==> src/rtl/idv_osc_meas_ctl.sv <==
// Measurement controller for an IDV ring-oscillator bank: wakes the bank, enables one
// oscillator, and counts synchronised hfbankl rising edges over a programmed window.
module idv_osc_meas_ctl #(
   parameter int unsigned NOSC       = 63,
   parameter int unsigned CNT_W      = 20,
   parameter int unsigned WIN_W      = 16,
   parameter int unsigned WAKE_CYC   = 8,
   parameter int unsigned SETTLE_CYC = 16
) (
   input  logic             idvdebug_clki,
   input  logic             idvdebug_rst_b,
   input  logic             start,
   input  logic             abort,
   input  logic [5:0]       osc_sel,
   input  logic [WIN_W-1:0] win_len,
   input  logic             hfbankl,
   output logic [NOSC:1]    enosc,
   output logic             sleep_b,
   output logic             busy,
   output logic             done,
   output logic [CNT_W-1:0] result,
   output logic             ovf,
   output logic             err
);

   typedef enum logic [2:0] {
      S_IDLE,
      S_WAKE,
      S_SETTLE,
      S_MEASURE,
      S_DONE
   } state_t;

   state_t             r_state;
   state_t             w_nxt;
   logic [WIN_W-1:0]   r_tmr;
   logic [WIN_W-1:0]   w_tmr_nxt;
   logic [5:0]         r_sel;
   logic [WIN_W-1:0]   r_win;
   logic               r_s1, r_s2, r_s3;
   logic               w_edge;
   logic [CNT_W-1:0]   r_ecnt;
   logic [CNT_W-1:0]   w_ecnt_nxt;
   logic               r_ovf_flag;
   logic               w_ovf_nxt;
   logic               w_start_ok;
   logic               w_start_bad;
   logic [NOSC:1]      w_onehot;
   logic [NOSC:1]      r_enosc;
   logic               r_sleep_b;
   logic               r_busy;
   logic               r_done;
   logic [CNT_W-1:0]   r_result;
   logic               r_ovf;
   logic               r_err;

   assign w_edge      = r_s2 & ~r_s3;
   assign w_start_ok  = start && (osc_sel != '0) && (32'(osc_sel) <= NOSC) && (win_len != '0);
   assign w_start_bad = start && !w_start_ok;

   always_comb begin
      w_onehot = '0;
      for (int unsigned i = 1; i <= NOSC; i++) begin
         w_onehot[i] = (32'(r_sel) == i);
      end
   end

   always_ff @(posedge idvdebug_clki) begin
      if (!idvdebug_rst_b) begin
         r_state <= S_IDLE;
         r_tmr   <= '0;
      end else begin
         r_state <= w_nxt;
         r_tmr   <= w_tmr_nxt;
      end
   end

   // Timer is reloaded on each phase entry; a phase lasts (reload value + 1) cycles.
   always_comb begin
      w_nxt     = r_state;
      w_tmr_nxt = r_tmr;
      case (r_state)
         S_IDLE: begin
            if (w_start_ok) begin
               w_nxt     = S_WAKE;
               w_tmr_nxt = WIN_W'(WAKE_CYC - 1);
            end
         end
         S_WAKE: begin
            if (abort) begin
               w_nxt = S_IDLE;
            end else if (r_tmr == '0) begin
               w_nxt     = S_SETTLE;
               w_tmr_nxt = WIN_W'(SETTLE_CYC - 1);
            end else begin
               w_tmr_nxt = r_tmr - 1'b1;
            end
         end
         S_SETTLE: begin
            if (abort) begin
               w_nxt = S_IDLE;
            end else if (r_tmr == '0) begin
               w_nxt     = S_MEASURE;
               w_tmr_nxt = r_win - 1'b1;
            end else begin
               w_tmr_nxt = r_tmr - 1'b1;
            end
         end
         S_MEASURE: begin
            if (abort) begin
               w_nxt = S_IDLE;
            end else if (r_tmr == '0) begin
               w_nxt = S_DONE;
            end else begin
               w_tmr_nxt = r_tmr - 1'b1;
            end
         end
         S_DONE:  w_nxt = S_IDLE;
         default: w_nxt = S_IDLE;
      endcase
   end

   always_comb begin
      w_ecnt_nxt = r_ecnt;
      w_ovf_nxt  = r_ovf_flag;
      if (r_state == S_MEASURE && w_edge) begin
         if (r_ecnt == '1) begin
            w_ovf_nxt = 1'b1;
         end else begin
            w_ecnt_nxt = r_ecnt + 1'b1;
         end
      end
   end

   always_ff @(posedge idvdebug_clki) begin
      if (!idvdebug_rst_b) begin
         r_s1       <= 1'b0;
         r_s2       <= 1'b0;
         r_s3       <= 1'b0;
         r_ecnt     <= '0;
         r_ovf_flag <= 1'b0;
         r_sel      <= '0;
         r_win      <= '0;
      end else begin
         r_s1 <= hfbankl;
         r_s2 <= r_s1;
         r_s3 <= r_s2;
         if (r_state == S_SETTLE) begin
            r_ecnt     <= '0;
            r_ovf_flag <= 1'b0;
         end else begin
            r_ecnt     <= w_ecnt_nxt;
            r_ovf_flag <= w_ovf_nxt;
         end
         if (r_state == S_IDLE && w_start_ok) begin
            r_sel <= osc_sel;
            r_win <= win_len;
         end
      end
   end

   // Outputs are registered from the next state so they line up with the state register.
   always_ff @(posedge idvdebug_clki) begin
      if (!idvdebug_rst_b) begin
         r_enosc   <= '0;
         r_sleep_b <= 1'b0;
         r_busy    <= 1'b0;
         r_done    <= 1'b0;
         r_result  <= '0;
         r_ovf     <= 1'b0;
         r_err     <= 1'b0;
      end else begin
         r_busy    <= (w_nxt != S_IDLE);
         r_sleep_b <= (w_nxt == S_WAKE) || (w_nxt == S_SETTLE) || (w_nxt == S_MEASURE);
         r_enosc   <= ((w_nxt == S_SETTLE) || (w_nxt == S_MEASURE)) ? w_onehot : '0;
         r_done    <= (r_state == S_MEASURE) && (w_nxt == S_DONE);
         if (r_state == S_MEASURE && w_nxt == S_DONE) begin
            r_result <= w_ecnt_nxt;
            r_ovf    <= w_ovf_nxt;
         end
         if (r_state == S_IDLE) begin
            if (w_start_bad) begin
               r_err <= 1'b1;
            end else if (w_start_ok) begin
               r_err <= 1'b0;
            end
         end
      end
   end

   assign enosc   = r_enosc;
   assign sleep_b = r_sleep_b;
   assign busy    = r_busy;
   assign done    = r_done;
   assign result  = r_result;
   assign ovf     = r_ovf;
   assign err     = r_err;

endmodule

==> config.mk <==
export PLATFORM = sky130hd
export DESIGN_NAME = idv_osc_meas_ctl
export DESIGN_NICKNAME = d
export VERILOG_FILES = /design/src/rtl/idv_osc_meas_ctl.sv
export SDC_FILE = /design/constraint.sdc
export NUM_CORES = 1
export LEC_CHECK = 0
export BUFFER_PORTS_ARGS = -buffer_cell sky130_fd_sc_hd__clkbuf_2
export CAP_MARGIN = 10
export CORE_MARGIN = 2
export CORE_UTILIZATION = 30
export DETAILED_ROUTE_END_ITERATION = 7
export HOLD_SLACK_MARGIN = 0.12
export SLEW_MARGIN = 20
export SYNTH_ARGS = -nofsm -noshare
export SYNTH_HDL_FRONTEND = slang
export SYNTH_SLANG_ARGS = --single-unit
export TNS_END_PERCENT = 20
==> constraint.sdc <==
create_clock -name idvdebug_clki -period 6.75 [get_ports idvdebug_clki]
set_input_delay 1.0125 -clock idvdebug_clki [delete_from_list [all_inputs] [get_ports idvdebug_clki]]
set_output_delay 1.0125 -clock idvdebug_clki [all_outputs]
set_load 0.02 [all_outputs]
Word level (Yosys, flattened, before mapping)
Cells that the tools add are included.
{"block": "totals", "ff_bits": 153, "in_bits": 27, "output_inout_bits": 88, "word_cells": 141}
{"block": "classes", "addsub": 3, "n_eq_ne": 76, "n_mux": 22, "n_bitwise": 3, "reduce_logical": 21}
{"operator": "equality test 6 bit (second input constant)", "count": 32}
{"operator": "two-way mux 16 bit", "count": 7}
{"operator": "equality test 6 x 5 -> 1 bit (second input constant)", "count": 16}
{"operator": "case mux 16 bit (4 select lines)", "count": 1}
{"operator": "equality test 6 x 4 -> 1 bit (second input constant)", "count": 8}
{"operator": "two-way mux 20 bit", "count": 2}
{"operator": "subtractor 16 x 1 -> 16 bit (second input constant)", "count": 2}
{"operator": "equality test 6 x 3 -> 1 bit (second input constant)", "count": 4}
{"operator": "two-way mux 3 bit", "count": 7}
{"operator": "adder 20 x 1 -> 20 bit (second input constant)", "count": 1}
{"operator": "equality test 20 bit (second input constant)", "count": 1}
{"operator": "zero test 16 bit", "count": 1}
{"operator": "nonzero test 16 bit", "count": 1}
{"operator": "equality test 3 x 2 -> 1 bit (second input constant)", "count": 4}
{"operator": "equality test 6 x 2 -> 1 bit (second input constant)", "count": 2}
{"operator": "case mux 3 bit (4 select lines)", "count": 1}
{"operator": "inequality test 2 bit (second input constant)", "count": 5}
{"operator": "equality test 3 x 1 -> 1 bit (second input constant)", "count": 2}
{"operator": "equality test 6 x 1 -> 1 bit (second input constant)", "count": 1}
{"operator": "logical AND 1 bit", "count": 6}
{"operator": "AND reduction 6 bit", "count": 1}
{"operator": "nonzero test 6 bit", "count": 1}
{"operator": "two-way mux 1 bit", "count": 4}
{"operator": "AND reduction 2 bit", "count": 2}
{"operator": "10 further kinds", "count": 13}

Depth between registers and ports, before layout
Gate-level depths: netlist of the first run.
{"block": "depth", "ltp_word": 8, "ltp_mapped": 11, "ltp_nobuf": 8}

Worst setup path after synthesis of the first run
No wires, ideal clock.
{"block": "synth_path", "path_kind": "in2reg", "start": "input osc_sel[1]", "end": "register r_win[4]", "setup_time_ps": 128, "arrival_time_ps": 2908, "required_ps": 6622, "path_slack_ps": 3714, "stages": 6, "path_buffers": 2, "cell_sequence": "or4_1 > o311ai_0 > clkbuf_1 > clkbuf_1 > mux2i_1 > nor2_1"}
{"block": "synth_between", "elab_chain_len": 4}
{"item": "start: declaration", "line": "14", "rtl": "input logic [5:0] osc_sel,"}
{"item": "nonzero test 6 bit", "line": "58", "rtl": "assign w_start_ok = start && (osc_sel != '0) && (32'(osc_sel) <= NOSC) && (win_len != '0);"}
{"item": "logical AND 1 bit (2 in series)", "line": "58"}
{"item": "logical AND 1 bit", "line": "155", "rtl": "if (r_state == S_IDLE && w_start_ok) begin"}
{"item": "end signal: assignment", "line": "157", "rtl": "r_win <= win_len;"}
{"item": "end: declaration", "line": "39", "rtl": "logic [WIN_W-1:0] r_win;"}
Every way passes these cells.
A chain may end at the register's enable or synchronous reset.

Worst setup path in the final report of the first run
{"block": "layout_path", "start": "register r_tmr[0]", "end": "register r_enosc, in the netlist enosc[4]"}
{"block": "layout_between", "elab_chain_len": 7, "word_cells_on_any_way": 12, "classes_between": "eq/ne: 2; mux: 7; reduce/logical: 3"}
{"item": "start: declaration", "line": "36", "rtl": "logic [WIN_W-1:0] r_tmr;"}
{"item": "start signal: assignment", "line": "74", "rtl": "r_tmr <= w_tmr_nxt;"}
{"item": "zero test 16 bit (*)", "line": "92, 102, 112"}
{"item": "two-way mux 3 bit (on tied branches)", "line": "112, 102, 92"}
{"item": "two-way mux 3 bit (on tied branches)", "line": "110, 100, 90"}
{"item": "case mux 3 bit (4 select lines) (*)", "line": "82", "rtl": "case (r_state)"}
{"item": "equality test 3 x 2 -> 1 bit", "line": "175", "rtl": "r_enosc <= ((w_nxt == S_SETTLE) || (w_nxt == S_MEASURE)) ? w_onehot : '0;"}
{"item": "logical OR 1 bit (*)", "line": "175"}
{"item": "AND reduction 2 bit (no line) (*)"}
{"item": "end signal: assignment", "line": "175"}
{"item": "end: declaration", "line": "49", "rtl": "logic [NOSC:1] r_enosc;"}
Mark *: on every way between the ends. The rest lies on a longest branch, timed or not.

==> key figures, run 1 <==
Status
  – Outcome: finished clean

Synth
  – Syn Inst Count: 681
  – Adder-cell share of the synthesized area: 0.838%
  – Post-synth top area cell: dfxtp_1
  – Synth area leaders: dfxtp_1, nor2_1, mux2i_1, nand2_1, a21oi_1
  – Synth warnings: 0
  – Multiplexer area fraction after synthesis: 4.02%
  – Sequential fraction of the synthesis area: 51.3%
  – Synthesized flop and latch total: 153
  – Post-synth EDFFs: 0
  – Syn Area/Cell: 8.77 um2
  – Largest family of logic cells by synthesized area: simple AND/OR/NAND/NOR gates
  – Yosys top cell area share: 51.3%
  – Most common cell in the netlist: dfxtp_1
  – Cell variety after synth: 58
  – Synth Area in Simple Gates: 25.3%
  – Post-Synthesis Cell Area: 0.00598 mm2
  – Post-synthesis compound-gate area fraction: 12.5%
  – Synth Area in XOR/XNOR: 3.37%
  – Synth top cells by count: dfxtp_1, nor2_1, nand2_1
  – Post-synth ARST share: 0%
  – Most used DFF post-synth: dfxtp_1
  – Synthesized Nets: 712

Clock network
  – Root buf cell: clkbuf_16
  – Clk buf depth: 2
  – CTS tree: yes
  – # resized after CTS: 0
  – Clock latency on the worst-skew pair: 0.43 ns
  – CTS sink cnt: 153
  – Hold_buf cts: 0
  – H-tree depth: 4
  – Clock transition at the registers of the reported paths: 0.07 ns
  – Setup Fix Bufs, Post-CTS: 0
  – Total CTS buffers: 17

Timing
  – Worst clock skew: 0.0143 ns
  – RSZ-0062 raised after global routing: no
  – Final period util: 48.2%
  – Final Max Slew Viols: 0
  – Worst-Margin Slew: 1.05 ns
  – Final Setup Violations: 0
  – TNS Setup: 0 ns
  – Min cycle time layout: 3.25 ns
  – Fmax: 307 MHz
  – Hold_ws: 0.450 ns
  – Max_slew headroom: 29.9%
  – Fin. Hold Viols: 0

Placed design
  – Last weighted congestion value of the routability-driven placer: 0.852
  – Detailed placer's ending HPWL: 11200 um
  – Port buffer count: 114

Floorplanning
  – Core Footprint: 0.0195 mm2
  – Die height: 145 um
  – Chip width: 145 um
  – Initial core utilization: 30.6%
  – Full die area: 0.0211 mm2
  – IO Count: 115
  – Row Count: 51

Detailed routing
  – 1st-iter DRT viols: 322
  – Via count: 5266
  – Routed Antenna Nets: 0
  – Routed wire per std cell: 14.8 um
  – Drt total wl: 15800 um
  – Via density: 4.93
  – 1st-pass router iterations: 5
  – DRC Markers: 0

Critical path
  – CP Launch Type: flop
  – Critical Path Fanout Max: 15
  – Critical path type: reg2reg
  – Arrival @ worst endpoint: 3.60 ns
  – Worst EP required: 7.10 ns
  – Setup crit end kind: flop

Finish
  – Share of cells above drive strength 1: 21.2%
  – Net count reported at finish: 821
  – Antenna cells: 0
  – Area growth, synth to finish: 25.3%

Hold path
  – Worst hold path type: reg2reg

GRT
  – Largest net degree at the start of global routing: 50
  – First-pass GRT wire length: 26300 um
  – Total GRT Usage: 15.3%
  – Grt ovf: 0
  – Initial antenna violation count: 0
  – Vias in the first global route: 5035

Power and ir drop
  – VDD IR-drop max: 0.131 mV
  – Pwr per Cell Area: 298 mW/mm2
  – Pleak: 2.92 nW

Run
  – Max_cap viols: 0
critical path: stages (launching register included):
cell	delay, ns
dfxtp_1	0.32
inv_1	0.12
ha_1	0.24
or3b_2	0.47
or4_1	0.56
or3_1	0.37
a21oi_2	0.21
or3b_1	0.69
nor2_1	0.19
state kept, by name, summed over array words and instances, names as in the netlist, 3 cells and up:
signal	cells
enosc	63
r_tmr	16
result	20
r_sel	6
r_ecnt	20
r_win	16
r_state	3
cell type report:
type                            instances  area [um2]
Multi-Input combinational cell        487        2760
Timing Repair Buffer                  120         616
Clock buffer                           17         425
Sequential cell                       153        3060
Inverter                               11        41.3
Clock inverter                         15         255
Fill cell                            1987       12000
Tap cell                              265         332
where the power goes:
part / switching (mW) / internal [mW]
Sequential: 0.0238 / 0.920
Combinational: 0.126 / 0.0777
Clock: 0.413 / 0.673
Total: 0.562 / 1.67
worst paths after layout:
kind	from	endpoint	slack, ns	cells past startpoint
worst min register to register	r_s1$_SDFF_PN0_	r_s2$_SDFF_PN0_	0.45	1
worst max register to register	r_tmr[0]$_SDFFE_PN0P_	enosc[4]$_SDFF_PN0_	3.50	8
worst max-delay path	r_tmr[0]$_SDFFE_PN0P_	enosc[4]$_SDFF_PN0_	3.50	8
worst min-delay path	r_s1$_SDFF_PN0_	r_s2$_SDFF_PN0_	0.45	1
metrics by stage:
step / utilization (%) / area [um2] / std cells / setup WS, ns / power (mW)
CTS: 38.4 / 7490 / 1068 / 3.49 / 2.25
detailed placement: 34.9 / 6810 / 1036 / 3.51 / 1.16
floorplan: - / 5980 / 681 / 3.71 / 1.10
global route: 38.4 / 7490 / 1068 / 3.22 / 2.33
global placement: 34.9 / 6810 / 1036 / 3.48 / 1.16
finish: 38.4 / 7490 / 1068 / 3.50 / 2.23
layout by cell type, fill, tap and decap left out, drive strengths merged, types with 5 or more instances in the layout:
| cell | synthesis | layout |
|---|---|---|
| a211oi | 17 | 17 |
| a21oi | 35 | 35 |
| and2 | 8 | 8 |
| and3 | 5 | 5 |
| buf | 2 | 6 |
| bufinv | 0 | 5 |
| clkbuf | 28 | 131 |
| dfxtp | 153 | 153 |
| inv | 11 | 18 |
| mux2i | 24 | 24 |
| nand2 | 48 | 48 |
| nand3 | 25 | 25 |
| nand4 | 8 | 8 |
| nor2 | 146 | 146 |
| nor3 | 21 | 21 |
| nor4 | 13 | 13 |
| o21ai | 33 | 33 |
| o22ai | 6 | 6 |
| or3 | 7 | 7 |
| or4 | 11 | 11 |
| xnor2 | 19 | 19 |
cells by family after synthesis:
logic type,count (synthesis)
flip-flops,153
adder cells (fa/ha/maj),4
AO/OA/AOI/OAI,120
buffers and inverters,41
multiplexers,24
XOR/XNOR,23
AND/OR/NAND/NOR,316
routing by layer:
layer	wire [um]	track usage [%]	vias to the layer above
li1	-	-	2613
met1	7450	20.0	2434
met2	7080	23.7	195
met3	951	4.28	24
met4	295	6.42	0
met5	0	0	-
No activity file was read; power rests on OpenSTA's default activity.
==> inputs of run 2 (changes only) <==
- clock period: 6.75 -> 3.13 ns (I/O delays scaled with it)
==> key figures, run 2 (synthesized netlist as in run 1, its figures left out) <==
Floorplanning
  – Chip width: 145 um
  – Die height: 145 um
  – IO Count: 115
  – Initial core utilization: 30.6%
  – Full die area: 0.0211 mm2
  – Row Count: 51
  – Core Footprint: 0.0195 mm2

Timing
  – TNS Setup: 0 ns
  – Worst-Margin Slew: 0.731 ns
  – Fin. Hold Viols: 0
  – Fmax: 352 MHz
  – Final WS setup: 0.287 ns
  – Final period util: 90.8%
  – Max_slew headroom: 51.2%
  – Worst clock skew: 0.00847 ns
  – RSZ-0062 raised after global routing: no
  – Final Setup Violations: 0
  – Min cycle time layout: 2.84 ns
  – Final Max Slew Viols: 0
  – Hold_ws: 0.273 ns

Placed design
  – Detailed placer's ending HPWL: 11700 um
  – Last weighted congestion value of the routability-driven placer: 0.890
  – Port buffer count: 114
  – Cell count after placement: 1055
  – DP Worst Slack: 0.313 ns

Power and ir drop
  – Net Sw Frac: 26.8%
  – Pleak: 2.97 nW
  – Clock network power share: 45.8%
  – P_sw: 1.23 mW
  – Seq pwr share: 44.1%
  – Pwr per Cell Area: 609 mW/mm2
  – Internal power: 3.37 mW
  – VDD IR-drop max: 0.345 mV
  – Combinational share of power: 10.1%

Clock network
  – CTS tree: yes
  – CTS sink cnt: 153
  – Clk buf depth: 2
  – Root buf cell: clkbuf_16
  – H-tree depth: 4
  – Hold_buf cts: 0
  – Clock transition at the registers of the reported paths: 0.07 ns
  – Total CTS buffers: 17
  – Clock latency on the worst-skew pair: 0.43 ns
  – Setup Fix Bufs, Post-CTS: 0
  – # resized after CTS: 0

Finish
  – Area growth, synth to finish: 26.6%
  – Most frequent cells in the layout: dfxtp_1, nor2_1, clkbuf_2
  – Most common cell after layout, fill and taps aside: dfxtp_1
  – Net count reported at finish: 840
  – Fillers: 1980
  – Antenna cells: 0
  – Share of cells above drive strength 1: 23.0%
  – Area of the multi-input gates: 0.00276 mm2
  – Seq. cell area: 0.00306 mm2
  – Max reg flops: 63
  – Layout Cells excl Fill: 1087

GRT
  – Grt ovf: 0
  – First-pass GRT wire length: 26500 um
  – Largest net degree at the start of global routing: 22
  – Vias in the first global route: 5029
  – Total GRT Usage: 15.6%
  – Initial antenna violation count: 0

Detailed routing
  – Drt total wl: 16100 um
  – Via count: 5260
  – Routed Antenna Nets: 0
  – Routed wire per std cell: 14.8 um
  – Via density: 4.84
  – 1st-pass router iterations: 5
  – DRC Markers: 0
  – 1st-iter DRT viols: 329

Critical path
  – Critical path type: reg2reg
  – Worst EP required: 3.50 ns
  – Critical Path Fanout Max: 15
  – Arrival @ worst endpoint: 3.21 ns
  – CP Launch Type: flop
  – Setup crit end kind: flop

Status
  – Outcome: finished clean

Run
  – Max_cap viols: 0

Hold path
  – Worst hold path type: in2reg
## run 2: path summary, 6_finish.rpt
kind,from,end,slack (ns),cells past startpoint
min,hfbankl,r_s1$_SDFF_PN0_,0.27,2
max reg2reg,r_tmr[0]$_SDFFE_PN0P_,enosc[2]$_SDFF_PN0_,0.29,9
max,r_tmr[0]$_SDFFE_PN0P_,enosc[2]$_SDFF_PN0_,0.29,9
min reg2reg,r_s1$_SDFF_PN0_,r_s2$_SDFF_PN0_,0.45,1
## run 2: power by group through the flow
stage / Clock, mW / Combinational (mW) / Sequential [mW]
CTS: 2.16 / 0.461 / 2.03
detailed placement: 0 / 0.457 / 2.07
finish: 2.11 / 0.465 / 2.03
global route: 2.24 / 0.512 / 2.04
floorplan: 0 / 0.317 / 2.06
global placement: 0 / 0.457 / 2.07
## run 2: metal layers
layer / share of wire [%] / global-route usage, % / wire, um / up-vias
met4: 2.3 / 6.86 / 373 / 0
met1: 49 / 20.4 / 7830 / 2443
met5: 0 / 0 / 0 / -
met3: 5.3 / 4.25 / 852 / 24
li1: - / - / - / 2649
met2: 44 / 24.1 / 7020 / 144
## run 2: cell type report
class | instances | area share, %
repair buffers | 139 | 10.0
clock inverters | 15 | 2.46
well taps | 265 | 4.38
multi-input cells | 487 | 36.5
clock buffers | 17 | 5.62
inverters | 11 | 0.546
flip-flops and latches | 153 | 40.5
## run 2: per-stage QoR
stage / util, % / power (mW) / area, um2
2_1_floorplan: - / 2.38 / 5980
3_3_place_gp: 35.6 / 2.53 / 6950
3_5_place_dp: 35.6 / 2.53 / 6950
4_1_cts: 38.7 / 4.65 / 7560
5_1_grt: 38.7 / 4.79 / 7560
6_report: 38.7 / 4.61 / 7560
## run 2: critical path, cell delays in order, from the launching register on
cell and delay [ns]:
dfxtp_1 0.32, inv_1 0.12, ha_1 0.22, or3b_2 0.46, or4_1 0.42, or3_1 0.34
a21oi_2 0.23, or3b_1 0.36, buf_4 0.21, nor2_1 0.10
